==> src/rtl/midi_message_parser.sv <==
// Byte-level MIDI channel-message parser: decodes Note On/Off and Control Change
// from a UART byte stream and emits registered voice-update values and strobes.
module midi_message_parser #(
    parameter logic [3:0] CHANNEL = 4'd0,
    parameter bit         OMNI    = 1'b0
) (
    input  logic        clk,
    input  logic        reset,
    input  logic        byte_valid,
    input  logic [7:0]  byte_data,
    output logic [13:0] note_values,
    output logic [13:0] controller_values,
    output logic        update_voice,
    output logic        update_all_voices,
    output logic        parse_error
);

    localparam int unsigned DATA_W = 7;
    localparam int unsigned VAL_W  = 2 * DATA_W;
    localparam int unsigned SKIP_W = 2;

    typedef enum logic [1:0] {
        IDLE  = 2'd0,
        DATA1 = 2'd1,
        DATA2 = 2'd2,
        SYSEX = 2'd3
    } state_t;

    state_t              state_q, state_d;
    logic [7:0]          status_q, status_d;
    logic                status_valid_q, status_valid_d;
    logic [SKIP_W-1:0]   skip_q, skip_d;
    logic [DATA_W-1:0]   d1_q, d1_d;
    logic [VAL_W-1:0]    note_q, note_d;
    logic [VAL_W-1:0]    ctrl_q, ctrl_d;
    logic                update_voice_q, update_voice_d;
    logic                update_all_q, update_all_d;
    logic                parse_error_q, parse_error_d;

    logic                is_data_c, is_realtime_c, is_chan_status_c, is_sys_common_c;
    logic                first_c, second_c, len1_c, complete_c, chan_match_c;
    logic [DATA_W-1:0]   msg_d1_c, msg_d2_c;

    // Byte classification and message-progress helpers
    assign is_data_c        = ~byte_data[7];
    assign is_realtime_c    = (byte_data[7:3] == 5'b11111);
    assign is_chan_status_c = byte_data[7] && (byte_data[7:4] != 4'hF);
    assign is_sys_common_c  = (byte_data[7:4] == 4'hF) && !is_realtime_c;
    assign len1_c           = (status_q[7:5] == 3'b110);
    assign chan_match_c     = OMNI || (status_q[3:0] == CHANNEL);

    assign first_c  = byte_valid && is_data_c && status_valid_q &&
                      (((state_q == IDLE) && (skip_q == '0)) || (state_q == DATA1));
    assign second_c = byte_valid && is_data_c && status_valid_q && (state_q == DATA2);
    assign complete_c = (first_c && len1_c) || second_c;
    assign msg_d1_c   = second_c ? d1_q : byte_data[6:0];
    assign msg_d2_c   = byte_data[6:0];

    always_ff @(posedge clk or negedge reset) begin
        if (!reset) begin
            state_q        <= IDLE;
            status_q       <= '0;
            status_valid_q <= 1'b0;
            skip_q         <= '0;
            d1_q           <= '0;
            note_q         <= '0;
            ctrl_q         <= '0;
            update_voice_q <= 1'b0;
            update_all_q   <= 1'b0;
            parse_error_q  <= 1'b0;
        end else begin
            state_q        <= state_d;
            status_q       <= status_d;
            status_valid_q <= status_valid_d;
            skip_q         <= skip_d;
            d1_q           <= d1_d;
            note_q         <= note_d;
            ctrl_q         <= ctrl_d;
            update_voice_q <= update_voice_d;
            update_all_q   <= update_all_d;
            parse_error_q  <= parse_error_d;
        end
    end

    // Next-state: realtime bytes never move the FSM
    always_comb begin
        state_d = state_q;
        if (byte_valid && !is_realtime_c) begin
            if (is_chan_status_c) begin
                state_d = DATA1;
            end else if (is_sys_common_c) begin
                state_d = (byte_data == 8'hF0) ? SYSEX : IDLE;
            end else begin
                case (state_q)
                    IDLE:    if (first_c) state_d = len1_c ? DATA1 : DATA2;
                    DATA1:   if (first_c) state_d = len1_c ? DATA1 : DATA2;
                    DATA2:   if (second_c) state_d = DATA1;
                    default: state_d = state_q;
                endcase
            end
        end
    end

    // Running status, data latches and registered outputs
    always_comb begin
        status_d       = status_q;
        status_valid_d = status_valid_q;
        skip_d         = skip_q;
        d1_d           = d1_q;
        note_d         = note_q;
        ctrl_d         = ctrl_q;
        update_voice_d = 1'b0;
        update_all_d   = 1'b0;
        parse_error_d  = 1'b0;

        if (byte_valid && is_chan_status_c) begin
            status_d       = byte_data;
            status_valid_d = 1'b1;
            skip_d         = '0;
        end else if (byte_valid && is_sys_common_c) begin
            status_valid_d = 1'b0;
            case (byte_data)
                8'hF1, 8'hF3: skip_d = SKIP_W'(1);
                8'hF2:        skip_d = SKIP_W'(2);
                default:      skip_d = '0;
            endcase
        end else if (byte_valid && is_data_c && (state_q == IDLE)) begin
            // Data bytes owed to F1/F2/F3 are swallowed silently
            if (skip_q != '0) begin
                skip_d = skip_q - SKIP_W'(1);
            end else if (!status_valid_q) begin
                parse_error_d = 1'b1;
            end
        end

        if (first_c) begin
            d1_d = byte_data[6:0];
        end

        if (complete_c && chan_match_c) begin
            case (status_q[7:4])
                4'h9: begin
                    note_d         = {msg_d2_c, msg_d1_c};
                    update_voice_d = 1'b1;
                end
                4'h8: begin
                    note_d         = {DATA_W'(0), msg_d1_c};
                    update_voice_d = 1'b1;
                end
                4'hB: begin
                    ctrl_d         = {msg_d2_c, msg_d1_c};
                    update_voice_d = 1'b1;
                    update_all_d   = 1'b1;
                end
                default: ;
            endcase
        end
    end

    assign note_values       = note_q;
    assign controller_values = ctrl_q;
    assign update_voice      = update_voice_q;
    assign update_all_voices = update_all_q;
    assign parse_error       = parse_error_q;

endmodule

==> config.mk <==
export PLATFORM = sky130hd
export DESIGN_NAME = midi_message_parser
export DESIGN_NICKNAME = d
export VERILOG_FILES = /design/src/rtl/midi_message_parser.sv
export SDC_FILE = /design/constraint.sdc
export NUM_CORES = 1
export LEC_CHECK = 0
export CORE_ASPECT_RATIO = 1.5
export CORE_MARGIN = 1.5
export CORE_UTILIZATION = 46
export DETAILED_ROUTE_END_ITERATION = 8
export GPL_TIMING_DRIVEN = 0
export HOLD_SLACK_MARGIN = 0.05
export PLACE_DENSITY = 0.77
export SLEW_MARGIN = 20
export SYNTH_ARGS = -nofsm -noshare
export SYNTH_HDL_FRONTEND = slang
export SYNTH_SLANG_ARGS = --single-unit
export TNS_END_PERCENT = 10
==> constraint.sdc <==
create_clock -name clk -period 1.77 [get_ports clk]
set_input_delay 0.177 -clock clk [delete_from_list [all_inputs] [get_ports clk]]
set_output_delay 0.177 -clock clk [all_outputs]
set_load 0.1 [all_outputs]
==> results of run 1 <==
[routing by layer]
metal	GRT usage, %	wire length, um
met1	22.4	1900
met5	0	0
met2	30.2	2320
met3	3.69	179
met4	6.87	85
[layout by cell type (no fill, tap or decap), drive strengths merged, types with 2 or more instances in the layout]
cell / count
dfrtp: 51
dlygate4sd2: 30
mux2: 30
nand2: 15
buf: 9
clkdlybuf4s50: 8
o21ai: 8
nor4: 8
o31ai: 7
o21ba: 7
clkbuf: 7
nor2b: 4
a21oi: 4
inv: 4
nor2: 4
and4b: 2
a31oi: 2
nand4: 2
[power by group through the flow]
stage	Combinational, uW	Sequential (uW)	Clock, uW
after floorplan	287	1650	0
after global placement	653	1470	0
after detailed placement	662	1470	0
after CTS	650	1450	688
after global routing	695	1500	733
final	647	1470	667
[sequential cells by signal (all words and copies together) (netlist names)]
register,flops
update_voice,1
d1_q,7
note_values,14
update_all_voices,1
status_valid_q,1
controller_values,14
parse_error,1
status_q,8
skip_q,2
state_q,2
[layout make-up]
| class | instances | area [um^2] | share of cell area [%] |
|---|---|---|---|
| well taps | 64 | 80.1 | 2.80 |
| plain buffers | 6 | 37.5 | 1.31 |
| multi-input cells | 109 | 957 | 33.5 |
| clock inverters | 2 | 16.3 | 0.569 |
| inverters | 3 | 11.3 | 0.394 |
| repair buffers | 44 | 409 | 14.3 |
| clock buffers | 6 | 72.6 | 2.54 |
| flip-flops and latches | 51 | 1280 | 44.6 |
[metrics by stage]
step / instance area, um^2 / instances / setup WS [ns] / hold slack [ns]
3_3_place_gp: 2700 / 274 / -0.949 / 0.471
4_1_cts: 2770 / 283 / -0.0632 / 0.279
2_1_floorplan: 2220 / 170 / 0.0235 / -0.119
6_report: 2860 / 285 / -0.00794 / 0.292
5_1_grt: 2860 / 285 / -0.0995 / 0.307
3_5_place_dp: 2700 / 274 / -0.354 / 0.240
[worst paths after layout]
path / start / endpoint
max in group asynchronous: reset / skip_q[1]
setup reg to reg: status_q[1] / controller_values[7]
min in group asynchronous: reset / update_all_voices
hold reg to reg: controller_values[1] / controller_values[1]
setup / recovery: status_q[1] / controller_values[7]
hold / removal: byte_data[7] / skip_q[0]
[worst reg2reg max path, stage by stage (launching register included)]
cell and delay, ns:
sky130_fd_sc_hd__dfrtp_1 0.41, sky130_fd_sc_hd__nor4_4 0.37, sky130_fd_sc_hd__nand4_4 0.26, sky130_fd_sc_hd__nor2_8 0.19, sky130_fd_sc_hd__buf_6 0.15, sky130_fd_sc_hd__mux2_4 0.30
[repair_timing]
item / 4_1_cts / 5_1_grt
buffers inserted: 0 / 3
endpoints found under the hold margin: 51 / 0
resized for setup: 33 / 21
gates cloned: 0 / 0
endpoints found under the setup margin: 47 / 20
hold buffers: 1 / 0
pin swaps: 3 / 4
[kinds of logic (layout without fill, tap and decap cells)]
kind of cell               count (synthesis)  in the layout  share of synthesized area (%)
DFF                                       51             51                           57.6
and+or+nand+nor                           43             43                           13.0
AOI/OAI and AO/OA                         34             34                           11.1
muxes                                     30             30                           15.2
buffers and inverters                     10             61                           2.14
adders and majority gates                  1              1                          0.564
xor gates and xnor gates                   1              1                          0.395
==> impl_metrics.sql, run 1 <==
INSERT INTO impl_metrics (metric_group, metric, value, unit) VALUES
('sta', 'layout_worst_path_cycle_share', '100', '%'),
('cts', 'clk_latency', '0.30', 'ns'),
('sta', 'timing_hold_violations_final', '0', ''),
('yosys', 'netlist_instances', '170', ''),
('drt', 'dr_total_vias', '1556', ''),
('sta', 'timing_worst_slew_pin_value', '0.961', 'ns'),
('yosys', 'postSynth.topFlopCell', 'sky130_fd_sc_hd__dfrtp_1', ''),
('pwr', 'power.share.switching', '33.7', '%'),
('cts', 'clk_transition_reported_paths', '0.09', 'ns'),
('worst_setup_path', 'cp_data_arrival_time', '1.98', 'ns'),
('cts', 'clock_path_buffers', '2', ''),
('yosys', 'synthDominantAreaCellType', 'sky130_fd_sc_hd__dfrtp_1', ''),
('final_layout', 'final_layout_size_suffix_gt1_share', '23.1', '%'),
('sta', 'min_period', '1.78', 'ns'),
('yosys', 'post_synth_main_area_contributors', 'sky130_fd_sc_hd__dfrtp_1 (58%), sky130_fd_sc_hd__mux2_2 (8.1%), sky130_fd_sc_hd__mux2_1 (7.1%)', ''),
('worst_setup_path', 'critical_path.endpoint_type', 'flop', ''),
('floorplan', 'die_height', '88.0', 'um'),
('final_layout', 'final_net_count', '232', ''),
('floorplan', 'dieArea', '5250', 'um^2'),
('floorplan', 'initial_core_util', '48.4', '%'),
('final_layout', 'core_util_final', '62.5', '%'),
('final_layout', 'diodes', '0', ''),
('sta', 'timing.clock.skew', '0.00678', 'ns'),
('yosys', 'synthDistinctLibCells', '40', ''),
('hold_path', 'worstHoldPathType', 'input pin to flop', ''),
('yosys', 'synth.net_count', '182', ''),
('place', 'place_hpwl', '3.05', 'mm'),
('cts', 'h-tree-depth', '2', ''),
('drt', 'starting_drc_count_in_detailed_routing', '43', ''),
('floorplan', 'io_pins', '42', ''),
('worst_setup_path', 'crit_path_cell_trace', 'nor4_4 > nand4_4 > nor2_8 > buf_6 > mux2_4', ''),
('global_routing', 'grt_pass1_wl', '7.13', 'mm'),
('flow_run', 'max_cap_violations', '0', ''),
('pwr', 'total_leakage_power', '0.00139', 'uW'),
('drt', 'antenna_violating_nets_post_route', '0', ''),
('drt', 'detailedRoute.firstPassIterationCount', '4', ''),
('pwr', 'p_sw', '938', 'uW'),
('sta', 'setup_slack', '-0.00794', 'ns'),
('global_routing', 'grt_max_degree', '52', ''),
('pwr', 'power.density', '974', 'nW/um^2'),
('cts', 'cts-root-buf', 'sky130_fd_sc_hd__clkbuf_8', ''),
('floorplan', 'num_rows', '30', ''),
('drt', 'detail_route.vias_per_cell', '5.46', ''),
('yosys', 'synth_seq_area_share', '57.6', '%'),
('cts', 'cts_sinks', '51', ''),
('sta', 'final_max_slew_viol_count', '0', ''),
('yosys', 'synth.avg_cell_area', '13.0', 'um^2'),
('pwr', 'power_frac_seq', '52.8', '%'),
('sta', 'max_clock_freq', '0.562', 'GHz'),
('status', 'failed_checks', 'negative setup slack', ''),
('worst_setup_path', 'worst-path-max-fanout', '8', ''),
('worst_setup_path', 'worstPathRequired', '1.97', 'ns'),
('status', 'outcome', 'finished with violations', ''),
('yosys', 'postSynthRegisterBits', '51', ''),
('worst_setup_path', 'cp_slowest_stage_delay', '0.41', 'ns'),
('worst_setup_path', 'critical_path_buf_inv_count', '1', ''),
('drt', 'total_detailed_routing_wirelength', '4.48', 'mm'),
('sta', 'setup_repair_after_global_routing_missed_its_margin', 'true', ''),
('yosys', 'yosys-top-cells-count', 'sky130_fd_sc_hd__dfrtp_1 (51), sky130_fd_sc_hd__mux2_2 (16), sky130_fd_sc_hd__nand2_1 (15), sky130_fd_sc_hd__mux2_1 (14)', ''),
('yosys', 'most_common_cell_in_the_netlist', 'sky130_fd_sc_hd__dfrtp_1', ''),
('floorplan', 'core', '4580', 'um^2'),
('sta', 'timing.slew.headroom', '36.2', '%'),
('sta', 'setup_violations', '10', ''),
('yosys', 'yosysWarnings', '0', ''),
('yosys', 'synth-edff-count', '0', ''),
('place', 'buffer_ports.inserted', '40', ''),
('pwr', 'total_power', '2790', 'uW'),
('pwr', 'pwr-share-clk', '23.9', '%'),
('final_layout', 'n_fill_cell', '383', ''),
('yosys', 'postSynth.asyncResetShare', '100', '%'),
('global_routing', 'number_of_antenna_violations_at_the_first_check_in_global_routing', '0', '');
Note: power is estimated with default switching activity, not from simulation.
==> run 2: changes to the inputs <==
CAP_MARGIN = 20   (was default)
GPL_ROUTABILITY_DRIVEN = 0   (was default)
==> results of run 2 <==
Same layout as run 1: the final DEF is identical, and so are final timing and power.
==> run 3: changes to the inputs <==
CAP_MARGIN = 40   (was 20)
CORE_UTILIZATION = 50   (was 46)
PLACE_DENSITY = 0.79   (was 0.77)
clock period = 2.3 ns   (was 1.77 ns; I/O delays follow)
==> run 3 against run 2 <==
The flow now finishes without violations. First-iteration DRC count increased by 21%. Count of clock-buffer cells in the layout unchanged. Core utilization increased by 14 points. Cell count increased by 4.2%.
==> impl_metrics.sql, run 3 (synthesis gave the netlist of run 1 again) <==
INSERT INTO impl_metrics (metric_group, metric, value, unit) VALUES
('worst_setup_path', 'ff2ff_path_depth', '5', ''),
('global_routing', 'final_global_route_overflow_total', '0', ''),
('floorplan', 'io_pins', '42', ''),
('worst_setup_path', 'timing.critical_path.max_delay_family', 'simple AND/OR/NAND/NOR gates', ''),
('worst_setup_path', 'crit_type', 'flop to flop', ''),
('drt', 'starting_drc_count_in_detailed_routing', '52', ''),
('worst_setup_path', 'cp-start-kind', 'flop', ''),
('final_layout', 'final_layout_size_suffix_gt1_share', '25.5', '%'),
('cts', 'ctsHoldBuffers', '1', ''),
('final_layout', 'final_net_count', '262', ''),
('sta', 'max_clock_freq', '0.514', 'GHz'),
('sta', 'timing.clock.skew', '0.0115', 'ns'),
('cts', 'clock_path_buffers', '2', ''),
('floorplan', 'num_rows', '29', ''),
('hold_path', 'hold_path.startpoint', 'byte_data[7]', ''),
('final_layout', 'final_cell_mix', 'sky130_fd_sc_hd__dfrtp_1 (51), sky130_fd_sc_hd__clkdlybuf4s50_1 (39), sky130_fd_sc_hd__buf_8 (31)', ''),
('cts', 'post_cts.resized_instances', '0', ''),
('floorplan', 'die_height', '84.6', 'um'),
('cts', 'cts_inserted_buffers', '5', ''),
('sta', 'timing_hold_violations_final', '0', ''),
('cts', 'cts_sinks', '51', ''),
('floorplan', 'initial_core_util', '52.2', '%'),
('global_routing', 'number_of_antenna_violations_at_the_first_check_in_global_routing', '0', ''),
('pwr', 'ir_drop', '0.683', 'mV'),
('final_layout', 'multiInputGateArea', '893', 'um^2'),
('hold_path', 'whs_path_depth', '3', ''),
('floorplan', 'dieArea', '4850', 'um^2'),
('sta', 'timing.slew.headroom', '61.1', '%'),
('worst_setup_path', 'crit_path_cell_trace', 'clkbuf_1 > nand2_1 > nor2_8 > buf_6 > mux2_1', ''),
('worst_setup_path', 'critical_path.endpoint_type', 'flop', ''),
('sta', 'min_period', '1.94', 'ns'),
('worst_setup_path', 'worstReg2RegStart', 'status_q[5]', ''),
('hold_path', 'hold_end', 'skip_q[0]', ''),
('final_layout', 'diodes', '0', ''),
('floorplan', 'core', '4250', 'um^2'),
('drt', 'dr_total_vias', '1705', ''),
('flow_run', 'max_cap_violations', '0', ''),
('place', 'place_hpwl', '3.87', 'mm'),
('worst_setup_path', 'critical_path_buf_inv_count', '2', ''),
('cts', 'h-tree-depth', '2', ''),
('floorplan', 'die-width', '57.4', 'um'),
('cts', 'post-cts-setup-buffer-count', '0', ''),
('drt', 'antenna_violating_nets_post_route', '0', ''),
('worst_setup_path', 'crit-reg2reg-capture', 'controller_values[12]', ''),
('global_routing', 'number_of_global_route_vias_before_repair', '1812', ''),
('drt', 'total_detailed_routing_wirelength', '4.97', 'mm'),
('status', 'outcome', 'completed', ''),
('sta', 'final_max_slew_viol_count', '0', ''),
('cts', 'cts-root-buf', 'sky130_fd_sc_hd__clkbuf_8', ''),
('sta', 'tns', '0', 'ns'),
('global_routing', 'grtUsageTotal', '22.7', '%'),
('worst_setup_path', 'ff2ff_setup_slack', '0.36', 'ns'),
('final_layout', 'syn_to_final_growth', '46.6', '%'),
('sta', 'whs', '0.334', 'ns'),
('sta', 'timing_worst_slew_pin_value', '0.579', 'ns'),
('sta', 'setup_repair_after_global_routing_missed_its_margin', 'false', ''),
('cts', 'cts_tree', 'done', ''),
('place', 'buffer_ports.inserted', '40', ''),
('cts', 'clk_transition_reported_paths', '0.09', 'ns'),
('global_routing', 'grt_pass1_wl', '8.37', 'mm'),
('sta', 'layout_worst_path_cycle_share', '84.5', '%'),
('sta', 'setup_violations', '0', ''),
('drt', 'detail_route.wl_per_cell', '16.7', 'um'),
('drt', 'drcViolationCount', '0', ''),
('worst_setup_path', 'worst-path-max-fanout', '10', ''),
('worst_setup_path', 'cp_slowest_stage_delay', '0.38', 'ns'),
('pwr', 'total_leakage_power', '0.00146', 'uW'),
('pwr', 'power.density', '682', 'nW/um^2'),
('drt', 'detail_route.vias_per_cell', '5.74', ''),
('final_layout', 'n_fill_cell', '252', ''),
('final_layout', 'sequential_cell_area', '1280', 'um^2'),
('global_routing', 'grt_max_degree', '37', ''),
('worst_setup_path', 'crit_path_start', 'status_q[5]', ''),
('hold_path', 'worstHoldPathType', 'input pin to flop', ''),
('worst_setup_path', 'cp_data_arrival_time', '2.13', 'ns'),
('final_layout', 'most_frequent_standard_cell_in_the_layout_excluding_fill_and_tap_cells', 'sky130_fd_sc_hd__dfrtp_1', ''),
('drt', 'detailedRoute.firstPassIterationCount', '4', ''),
('worst_setup_path', 'crit_slowest_cell', 'sky130_fd_sc_hd__nand2_1', ''),
('cts', 'clk_latency', '0.31', 'ns'),
('worst_setup_path', 'worstPathRequired', '2.49', 'ns');
-- run 3: worst max path at each step --
stage                             to  depth (start not counted)
2_1_floorplan  controller_values[12]                          5
3_3_place_gp          status_valid_q                          1
3_5_place_dp   controller_values[13]                          6
4_1_cts        controller_values[12]                          5
5_1_grt        controller_values[13]                          5
6_report       controller_values[12]                          5
-- run 3: layout make-up --
cell class / count / area share, %
Tap cell: 46 / 1.77
Clock buffer: 6 / 2.23
Sequential cell: 51 / 39.3
Timing Repair Buffer: 73 / 27.4
Inverter: 3 / 0.346
Buffer: 7 / 1.12
Multi-Input combinational cell: 109 / 27.5
Clock inverter: 2 / 0.385
-- run 3: where the power goes --
| part | switching (uW) | internal [uW] |
|---|---|---|
| combinational | 347 | 250 |
| clock | 285 | 213 |
| sequential | 102 | 1020 |
| total | 734 | 1480 |
-- run 3: routing by layer --
layer | wire [um] | vias up | track usage, %
li1 | - | 785 | -
met1 | 1830 | 851 | 23.9
met2 | 2850 | 59 | 42.9
met3 | 180 | 10 | 4.78
met4 | 108 | 0 | 7.82
met5 | 0 | - | 0
-- run 3: through the flow --
| step | instances | total power (uW) | instance area [um^2] | worst slack (ns) | util [%] |
|---|---|---|---|---|---|
| after floorplan | 170 | 1490 | 2220 | 0.553 | - |
| after global placement | 256 | 1620 | 2680 | -0.268 | 63.0 |
| after detailed placement | 288 | 1740 | 3160 | 0.137 | 74.3 |
| after CTS | 297 | 2230 | 3250 | 0.354 | 76.6 |
| after global routing | 297 | 2320 | 3250 | 0.232 | 76.6 |
| final | 297 | 2220 | 3250 | 0.356 | 76.6 |
-- run 3: tightest hold or removal path: cells and delay by family --
family / cells / cell delay, ns
AOI/OAI and AO/OA: 1 / 0.08
and+or+nand+nor: 1 / 0.12
buffers and inverters: 1 / 0.15
